File: src/rtl/noc_pkg.sv
// rtl/noc_pkg.sv - shared flit layout, direction and arbiter state types for the NoC router
//
// Contents:
//   FLIT_W, HEAD_BIT, TAIL_BIT, DST_MSB/DST_LSB : flit field positions
//   dir_e                                       : router port index (Core,E,N,W,S)
//   arb_state_e                                 : output-port arbiter FSM states
//   rr_next()                                   : round-robin pointer advance with wrap
package noc_pkg;

  localparam int FLIT_W   = 34;
  localparam int HEAD_BIT = 33;
  localparam int TAIL_BIT = 32;
  localparam int DST_MSB  = 27;
  localparam int DST_LSB  = 24;

  typedef enum logic [2:0] {
    DIR_CORE = 3'd0,
    DIR_E    = 3'd1,
    DIR_N    = 3'd2,
    DIR_W    = 3'd3,
    DIR_S    = 3'd4
  } dir_e;

  typedef enum logic [1:0] {
    IDLE      = 2'd0,
    SEND      = 2'd1,
    WAIT_BODY = 2'd2
  } arb_state_e;

  // Pointer moves to the input just after the one that finished, wrapping at n-1.
  function automatic logic [2:0] rr_next(input logic [2:0] id, input int n);
    return (id == 3'(n - 1)) ? 3'd0 : id + 3'd1;
  endfunction

endpackage

File: src/rtl/rr_pick.sv
// rtl/rr_pick.sv - combinational rotating-priority picker
//
// Ports:
//   i_req    [N-1:0] request vector
//   i_ptr    [2:0]   index holding highest priority this cycle
//   o_onehot [N-1:0] one-hot winner (zero when no request)
//   o_idx    [2:0]   winner index (0 when no request)
//   o_valid          at least one request present
module rr_pick #(
  parameter int N = 5
) (
  input  logic [N-1:0] i_req,
  input  logic [2:0]   i_ptr,
  output logic [N-1:0] o_onehot,
  output logic [2:0]   o_idx,
  output logic         o_valid
);

  int w_j;

  // Scan offsets from farthest to nearest so the request closest to i_ptr
  // (walking upward with wrap) is the last one written and therefore wins.
  always_comb begin
    o_onehot = '0;
    o_idx    = '0;
    o_valid  = 1'b0;
    w_j      = 0;
    for (int k = N - 1; k >= 0; k--) begin
      w_j = int'(i_ptr) + k;
      if (w_j >= N) w_j = w_j - N;
      if (i_req[w_j]) begin
        o_onehot      = '0;
        o_onehot[w_j] = 1'b1;
        o_idx         = 3'(w_j);
        o_valid       = 1'b1;
      end
    end
  end

endmodule

File: src/rtl/noc_output_port_arbiter.sv
// rtl/noc_output_port_arbiter.sv - round-robin wormhole arbiter for one router output port
//
// Optional feature: define ARB_PERF_CNT_EN to build the pkt_cnt/stall_cnt counters;
// otherwise both outputs are tied to zero.
//
// Ports:
//   clk, rst    clock and synchronous active-low reset
//   route_req   per-input request: input i holds a flit for this port
//   in_flit     packed input flits, input i at [i*FLIT_W +: FLIT_W]
//   src_ack     one-cycle pulse: flit of input i is consumed this cycle
//   out_flit    registered flit to downstream, valid while out_req=1
//   out_req     out_flit valid, held until in_ack
//   in_ack      downstream accepts out_flit
//   grant_id    input currently locked (meaningful while busy=1)
//   busy        a packet holds the port
//   err_orphan  pulse: non-head flit requested while idle
//   pkt_cnt     completed packets (saturating)
//   stall_cnt   cycles locked waiting for body flits (saturating)
module noc_output_port_arbiter
  import noc_pkg::*;
#(
  parameter int NUM_IN  = 5,
  parameter int FLIT_W  = noc_pkg::FLIT_W,
  parameter int PORT_ID = 0
) (
  input  logic                     clk,
  input  logic                     rst,
  input  logic [NUM_IN-1:0]        route_req,
  input  logic [NUM_IN*FLIT_W-1:0] in_flit,
  output logic [NUM_IN-1:0]        src_ack,
  output logic [FLIT_W-1:0]        out_flit,
  output logic                     out_req,
  input  logic                     in_ack,
  output logic [2:0]               grant_id,
  output logic                     busy,
  output logic                     err_orphan,
  output logic [15:0]              pkt_cnt,
  output logic [15:0]              stall_cnt
);

  if (NUM_IN < 1 || NUM_IN > 8 || FLIT_W <= HEAD_BIT || PORT_ID < 0 || PORT_ID > 7) begin : g_bad_cfg
    $error("noc_output_port_arbiter: unsupported NUM_IN/FLIT_W/PORT_ID");
  end

  arb_state_e          r_state, w_state_nxt;
  logic [2:0]          r_rr_ptr, r_grant_id;
  logic [FLIT_W-1:0]   r_out_flit, w_sel_flit;
  logic                r_out_req, r_busy;

  logic [NUM_IN-1:0]   w_head, w_grant_onehot, w_pick_onehot, w_src_ack;
  logic [2:0]          w_pick_idx, w_sel_idx;
  logic                w_pick_valid, w_orphan, w_grant_req;
  logic                w_load, w_tail_done, w_bubble;

  always_comb begin
    w_head         = '0;
    w_grant_onehot = '0;
    w_sel_flit     = '0;
    for (int i = 0; i < NUM_IN; i++) begin
      w_head[i]         = in_flit[i*FLIT_W + HEAD_BIT];
      w_grant_onehot[i] = (r_grant_id == 3'(i));
      if (w_sel_idx == 3'(i)) w_sel_flit = in_flit[i*FLIT_W +: FLIT_W];
    end
  end

  // Only head flits may open a packet.
  rr_pick #(.N(NUM_IN)) u_pick (
    .i_req    (route_req & w_head),
    .i_ptr    (r_rr_ptr),
    .o_onehot (w_pick_onehot),
    .o_idx    (w_pick_idx),
    .o_valid  (w_pick_valid)
  );

  assign w_grant_req = route_req[r_grant_id];
  assign w_sel_idx   = (r_state == IDLE) ? w_pick_idx : r_grant_id;
  assign w_tail_done = (r_state == SEND) && r_out_req && in_ack && r_out_flit[TAIL_BIT];

  always_comb begin
    w_state_nxt = r_state;
    w_load      = 1'b0;
    w_bubble    = 1'b0;
    w_src_ack   = '0;
    w_orphan    = 1'b0;
    case (r_state)
      IDLE: begin
        w_orphan = |(route_req & ~w_head);
        if (w_pick_valid) begin
          w_load      = 1'b1;
          w_src_ack   = w_pick_onehot;
          w_state_nxt = SEND;
        end
      end
      SEND: begin
        if (w_tail_done) begin
          w_state_nxt = IDLE;
        end else if (r_out_req && in_ack) begin
          if (w_grant_req) begin
            w_load    = 1'b1;
            w_src_ack = w_grant_onehot;
          end else begin
            w_bubble    = 1'b1;
            w_state_nxt = WAIT_BODY;
          end
        end
      end
      WAIT_BODY: begin
        if (w_grant_req) begin
          w_load      = 1'b1;
          w_src_ack   = w_grant_onehot;
          w_state_nxt = SEND;
        end
      end
      default: w_state_nxt = IDLE;
    endcase
  end

  always_ff @(posedge clk) begin
    if (!rst) begin
      r_state    <= IDLE;
      r_rr_ptr   <= '0;
      r_out_flit <= '0;
      r_out_req  <= 1'b0;
      r_grant_id <= '0;
      r_busy     <= 1'b0;
    end else begin
      r_state <= w_state_nxt;
      if (w_load) begin
        r_out_flit <= w_sel_flit;
        r_out_req  <= 1'b1;
      end else if (w_tail_done || w_bubble) begin
        r_out_req  <= 1'b0;
      end
      if (r_state == IDLE && w_pick_valid) begin
        r_grant_id <= w_pick_idx;
        r_busy     <= 1'b1;
      end
      if (w_tail_done) begin
        r_busy   <= 1'b0;
        r_rr_ptr <= rr_next(r_grant_id, NUM_IN);
      end
    end
  end

  // Acks and error pulses are combinational so upstream pops in the same
  // cycle the flit is captured; they are forced low while reset is held.
  assign src_ack    = rst ? w_src_ack : '0;
  assign err_orphan = rst ? w_orphan : 1'b0;
  assign out_flit   = r_out_flit;
  assign out_req    = r_out_req;
  assign grant_id   = r_grant_id;
  assign busy       = r_busy;

`ifdef ARB_PERF_CNT_EN
  logic [15:0] r_pkt_cnt, r_stall_cnt;

  // Stall counts only cycles where the locked input has nothing to send.
  always_ff @(posedge clk) begin
    if (!rst) begin
      r_pkt_cnt   <= '0;
      r_stall_cnt <= '0;
    end else begin
      if (w_tail_done && r_pkt_cnt != 16'hFFFF) r_pkt_cnt <= r_pkt_cnt + 16'd1;
      if (r_state == WAIT_BODY && !w_grant_req && r_stall_cnt != 16'hFFFF)
        r_stall_cnt <= r_stall_cnt + 16'd1;
    end
  end

  assign pkt_cnt   = r_pkt_cnt;
  assign stall_cnt = r_stall_cnt;
`else
  assign pkt_cnt   = '0;
  assign stall_cnt = '0;
`endif

endmodule

File: config.mk
export PLATFORM = sky130hd
export DESIGN_NAME = noc_output_port_arbiter
export DESIGN_NICKNAME = d
export VERILOG_FILES = /design/src/rtl/noc_pkg.sv /design/src/rtl/rr_pick.sv /design/src/rtl/noc_output_port_arbiter.sv
export SDC_FILE = /design/constraint.sdc
export NUM_CORES = 1
export LEC_CHECK = 0
export CORE_AREA = 2 2 92 160
export DETAILED_ROUTE_END_ITERATION = 7
export DIE_AREA = 0 0 94 162
export PLACE_DENSITY = 0.78
export SLEW_MARGIN = 20
export SYNTH_ARGS = -nofsm -noshare
export SYNTH_HDL_FRONTEND = slang
export SYNTH_HIERARCHICAL = 1
export SYNTH_SLANG_ARGS = --single-unit
File: constraint.sdc
create_clock -name clk -period 5.05 [get_ports clk]
set_input_delay 1.515 -clock clk [delete_from_list [all_inputs] [get_ports clk]]
set_output_delay 1.515 -clock clk [all_outputs]
set_load 0.02 [all_outputs]
* After elaboration in Yosys (flattened, before gate mapping) *
Cells that the tools add are included.

operators by class
  $add $sub $neg = 10
  $lt $le $gt $ge = 16
  reductions and logical operators = 18
  bitwise logic cells = 4
  equality and inequality tests = 14
  muxes and demuxes = 79

operators by type and width
  kind                                                  number
  two-way mux 34 bit                                    5
  >= comparator 32 x 1 -> 1 bit, second input constant  5
  < comparator 32 x 5 -> 1 bit, second input constant   5
  two-way mux 32 bit                                    5
  >= comparator 32 x 4 -> 1 bit, second input constant  4
  subtractor 32 x 4 -> 32 bit, second input constant    4
  two-way mux 5 bit                                     10
  two-way mux 1 bit                                     33
  two-way mux 3 bit                                     7
  binary-select mux 1 bit (select 3 bit)                6
  demux 1 bit (select 3 bit)                            5
  case mux 5 bit (3 select lines)                       1
  equality test 3 x 2 -> 1 bit, second input constant   4
  bitwise AND 5 bit                                     2
  logical AND 1 bit                                     10
  two-way mux 2 bit                                     5
  adder 3 x 2 -> 4 bit, second input constant           2
  equality test 3 x 1 -> 1 bit, second input constant   2
  equality test 3 bit, second input constant            2
  zero test 3 bit                                       2
  case mux 2 bit (3 select lines)                       1
  inverter 5 bit                                        1
  OR reduction 5 bit                                    1
  adder 3 x 1 -> 4 bit, second input constant           1
  17 further kinds                                      18

word-level totals
  bits in registers = 44
  bits of input ports = 178

* Depth between registers and ports, before layout *
  depth in word-level cells = 18
  mapped depth = 21
  mapped depth without buffers = 16

* Hierarchy *
Netlist, hierarchy kept.

by module, submodules not included
  module                   cells an instance  area an instance (µm²)  times used
  noc_output_port_arbiter  391                3468.3                  1
  rr_pick                  246                1720.4                  1

* Worst setup path before layout *
OpenSTA, ideal clock, no wires.

  path kind = input -> output
  start point = in in_flit[33]
  end point = out src_ack[0]
  arrival = 3.696 ns
  required time = 3.535 ns
  path slack = -0.161 ns
  buffers on the path = 3
  stages on the path = 12
  cells stage by stage = and2_1 -> clkbuf_1 -> and2_1 -> a211oi_1 -> o41ai_4 -> buf_2 -> a21oi_1 -> nand4_1 -> and2_1 -> clkbuf_1 -> a22oi_1 -> nor2_1

on the way
  word-level cells in the longest chain between the ends = 12

ends and longest elaborated chain
  item                                                  line                            source
  start, declared                                       noc_output_port_arbiter.sv:29   input logic [NUM_IN*FLIT_W-1:0] in_flit,
  bitwise AND 5 bit *                                   noc_output_port_arbiter.sv:68   .i_req (route_req & w_head),
  binary-select mux 1 bit (select 3 bit)                rr_pick.sv:31                   if (i_req[w_j]) begin
  two-way mux 1 bit (not written as such) (2 in a row)  rr_pick.sv:31
  two-way mux 1 bit (4 in a row)                        rr_pick.sv:31
  two-way mux 1 bit *                                   rr_pick.sv:31
  named net w_pick_valid                                noc_output_port_arbiter.sv:52   logic w_pick_valid, w_orphan, w_grant_req;
  two-way mux 5 bit *                                   noc_output_port_arbiter.sv:88   if (w_pick_valid) begin
  case mux 5 bit (3 select lines) *                     noc_output_port_arbiter.sv:85   case (r_state)
  two-way mux 5 bit *                                   noc_output_port_arbiter.sv:147  assign src_ack = rst ? w_src_ack : '0;
  end, declared                                         noc_output_port_arbiter.sv:30   output logic [NUM_IN-1:0] src_ack,

Mark *: on every way through the listed nets, which the timed path passes. The rest lies on a longest branch. The select of a mux whose other input is x is not followed.

* Worst setup path in the final report *
  start point = in in_flit[33]
  end point = out src_ack[4]

on the way
  word-level cells in the longest chain between the ends = 12

ends and longest elaborated chain
  item                                                  line                            source
  bitwise AND 5 bit *                                   noc_output_port_arbiter.sv:68
  binary-select mux 1 bit (select 3 bit)                rr_pick.sv:31
  two-way mux 1 bit (not written as such) (2 in a row)  rr_pick.sv:31
  two-way mux 5 bit (4 in a row)                        rr_pick.sv:31
  two-way mux 5 bit *                                   rr_pick.sv:31
  named net w_pick_onehot[4]                            noc_output_port_arbiter.sv:50   logic [NUM_IN-1:0] w_head, w_grant_onehot, w_pick_onehot, w_src_ack;
  two-way mux 5 bit *                                   noc_output_port_arbiter.sv:88
  case mux 5 bit (3 select lines) *                     noc_output_port_arbiter.sv:85
  two-way mux 5 bit *                                   noc_output_port_arbiter.sv:147

Marks and branches as above.

==> impl_results.md <==
* H-tree depth at 2
* Post-synth top cells: 51 x nand2_1, 44 x dfxtp_1, 43 x mux2i_1, 39 x a32o_1, 39 x o21ai_0
* Crit Reg-Reg Startpoint: r_rr_ptr[1]$_SDFFE_PN0P_
* Final HPWL DP at 18300 um
* Seq. cell area at 881 um^2
* Fmax at 186 MHz
* Crit path DAT at 3.86 ns
* Final setup fails at 5
* Layout Skew at 0.00466 ns
* Required time worst endpoint at 3.54 ns
* Final Hold Fails at 0
* Largest net degree at the start of global routing at 35
* Count leader, synth: nand2_1
* Hold_ws at 0.463 ns
* Logic pwr share at 0.548
* Final Core Density at 0.654
* Vias in the first global route at 6613
* Full die area at 0.0152 mm^2
* Die W at 94 um
* Sink Count at 44
* Worst-margin pin slew at 0.684 ns
* Worst R2R Setup Slack at 0.24 ns
* Status: finished, violations left
* Post-DRT Antenna Nets at 0
* Nets at 1170
* Area of the multi-input gates at 0.00417 mm^2
* First-pass detailed-route iteration total at 7
* Wire per inst at 20.5 um
* Max-slew violations at 0
* # Max-Cap Violations at 0
* Final Cycle Share at 1.06
* Sequential share of the synthesized area at 0.170
* Layout area overhead at 75.2%
* Insertion delay of the later-clocked pin in the worst-skew pair at 0.30 ns
* Reg2Reg Depth at 28
* Sequential share of power at 0.245
* Slew HR at 0.543
* Placeable Area at 0.0139 mm^2
* Sw Ratio at 0.370
* Worst VDD drop at 0.000178 V
* Worst hold path cell count at 1
* Register clock-pin slew on the reported worst setup and hold paths at 0.06 ns
* Initial antenna violation count at 1
* Post-route total power at 1.84 mW
* CTS root buffer: clkbuf_16
* Syn Inst Count at 637
* Longest Clk Path Bufs at 2
* Final Non-Filler Cells at 1153
* Die Y at 162 um
* Pre-CTS setup slack at -1.11 ns
* Kind of critical path: in2out
* Fillers at 1138
* Post-Syn Area per Cell at 8.15 um^2
* Crit start category: input pin
* NetSw at 0.682 mW
* Fin crit period at 5.37 ns
* DRT iter0 DRCs at 403
* Synth Register Bits at 44
* CP max FO at 4
* Internal power at 1.16 mW
* Global Route Usage Sum at 0.296
* # rows at 57
* RSZ-0062 raised after global routing: true
* Synth top area share at 0.170
* Hold Crit Start: out_flit[8]$_SDFFE_PN0P_
* Final WL at 23700 um
* I/O pin cnt at 255
* YS warnings at 6
* P per Cell Area at 203 mW/mm^2
* EDFF count, synth at 0
* Dominant cell type by area after synthesis: dfxtp_1
* First-pass GRT wire length at 34900 um
* Inst Count DP at 1111
* Average via count per standard cell at 5.73
* Via count at 6601
* I/O Buffers at 222
* Netlist Area Pre-Place at 0.00519 mm^2
* Failing checks: negative setup slack
* TritonCTS clock tree: built
* Yosys cell types at 86
* Leakage at 3.54 nW
* Synth Flop Type: dfxtp_1
* Share of cells above drive strength 1 at 0.278
* Worst hold path class: reg2reg
* Endpoint class of the critical path: primary output
* Synth top area cells: dfxtp_1 17%, mux2i_1 8.3%, a32o_1 7.5%, buf_4 5.5%, a222oi_1 4.4%
* CTS Buf Count at 5
* DR DRC count at 0
* Initial Util at 0.373
* Reg2reg end: out_flit[22]$_SDFFE_PN0P_
* Final critical-path setup slack at -0.321 ns
* Synth async-reset ratio at 0
* Hold endpoint: out_flit[8]$_SDFFE_PN0P_
* Clk pwr share at 0.206
* Final Wtd Congestion at 0.991
* Remaining global-route overflow at 0
==> power groups by stage <==
stage	logic (mW)	clock network [mW]	registers [mW]
finish	1.01	0.381	0.453
floorplan	0.437	0	0.499
CTS	0.971	0.382	0.449
global route	1.07	0.395	0.457
global placement	0.905	0	0.455
detailed placement	0.913	0	0.457
==> stage by stage <==
stage	area [um^2]	TNS, ns
CTS	8880	-1.24
global route	9090	-1.31
global placement	8300	-20.97
detailed placement	8300	-20.73
floorplan	5320	0
finish	9090	-0.990
==> worst max-delay path by stage <==
stage | from | endpoint | slack (ns) | cells past startpoint
final | in_flit[33] | src_ack[4] | -0.32 | 14
after floorplan | in_flit[33] | src_ack[3] | 0.003 | 10
after CTS | route_req[3] | src_ack[3] | -0.29 | 12
after detailed placement | route_req[0] | src_ack[3] | -1.11 | 13
after global routing | in_flit[33] | src_ack[4] | -0.38 | 14
after global placement | route_req[0] | src_ack[4] | -1.10 | 14
==> repair_timing <==
item | CTS | global route
gates cloned | 2 | 3
setup endpoints to repair | 37 | 40
hold buffers | 0 | 0
pin swaps | 30 | 23
buffers inserted | 26 | 13
gates resized for setup | 110 | 39
==> flip-flops by register name, indices dropped and copies added (netlist names) <==
register,flops
grant_id,3
r_state,2
r_rr_ptr,3
busy,1
out_flit,34
out_req,1
==> layout by cell type (no fill, tap or decap), drive strengths merged, types with 4 or more instances in the layout <==
cell,count
nand2,53
buf,171
a22oi,9
and3,4
ha,17
o221ai,16
a222oi,23
nor2b,9
clkbuf,11
or4b,4
nor2,30
mux2i,45
nand2b,14
mux2,8
clkdlybuf4s50,207
and2,7
nor3,9
o211ai,8
dfxtp,44
a32o,39
or2,36
conb,32
a21boi,6
inv,18
o32ai,5
a211oi,5
nand3,7
o21ai,40
a21oi,29
a31oi,4
==> layer usage <==
metal  up-vias  track usage  routed length, um
met4         0        0.172               1590
met5         -            0                  0
met2       368        0.552              12500
li1       3074            -                  -
met1      3072        0.306               8020
met3        87       0.0441               1540
==> worst max-delay path, cell delays in order <==
cell and delay (ns):
buf_6 0.10, and2_4 0.15, and2_4 0.14, a211oi_4 0.28, o41ai_4 0.16, buf_6 0.16
buf_6 0.11, o2111ai_2 0.08, o31ai_2 0.11, mux2_4 0.29, a311o_1 0.36, a32oi_2 0.20
nor2_2 0.07, buf_6 0.13
==> logic make-up (layout without fill, tap and decap cells) <==
family                     after synthesis  after routing  synth area share
AOI/OAI and AO/OA                      223            224             0.351
xor gates and xnor gates                 4              4           0.00675
adders and majority gates               18             18            0.0449
buffers and inverters                  103            409             0.118
DFF                                     44             44             0.170
muxes                                   53             53             0.109
other                                    1             33          0.000723
and+or+nand+nor                        191            191             0.200
==> final cells by class <==
class	count	share of cell area
antenna	1	0.000275
clock buffer	6	0.0142
clock inverter	2	0.00385
inverter	18	0.00771
multi-input combinational	522	0.459
sequential	44	0.0969
tap	177	0.0244
timing repair buffer	383	0.394
No activity file was read; power rests on OpenSTA's default activity.
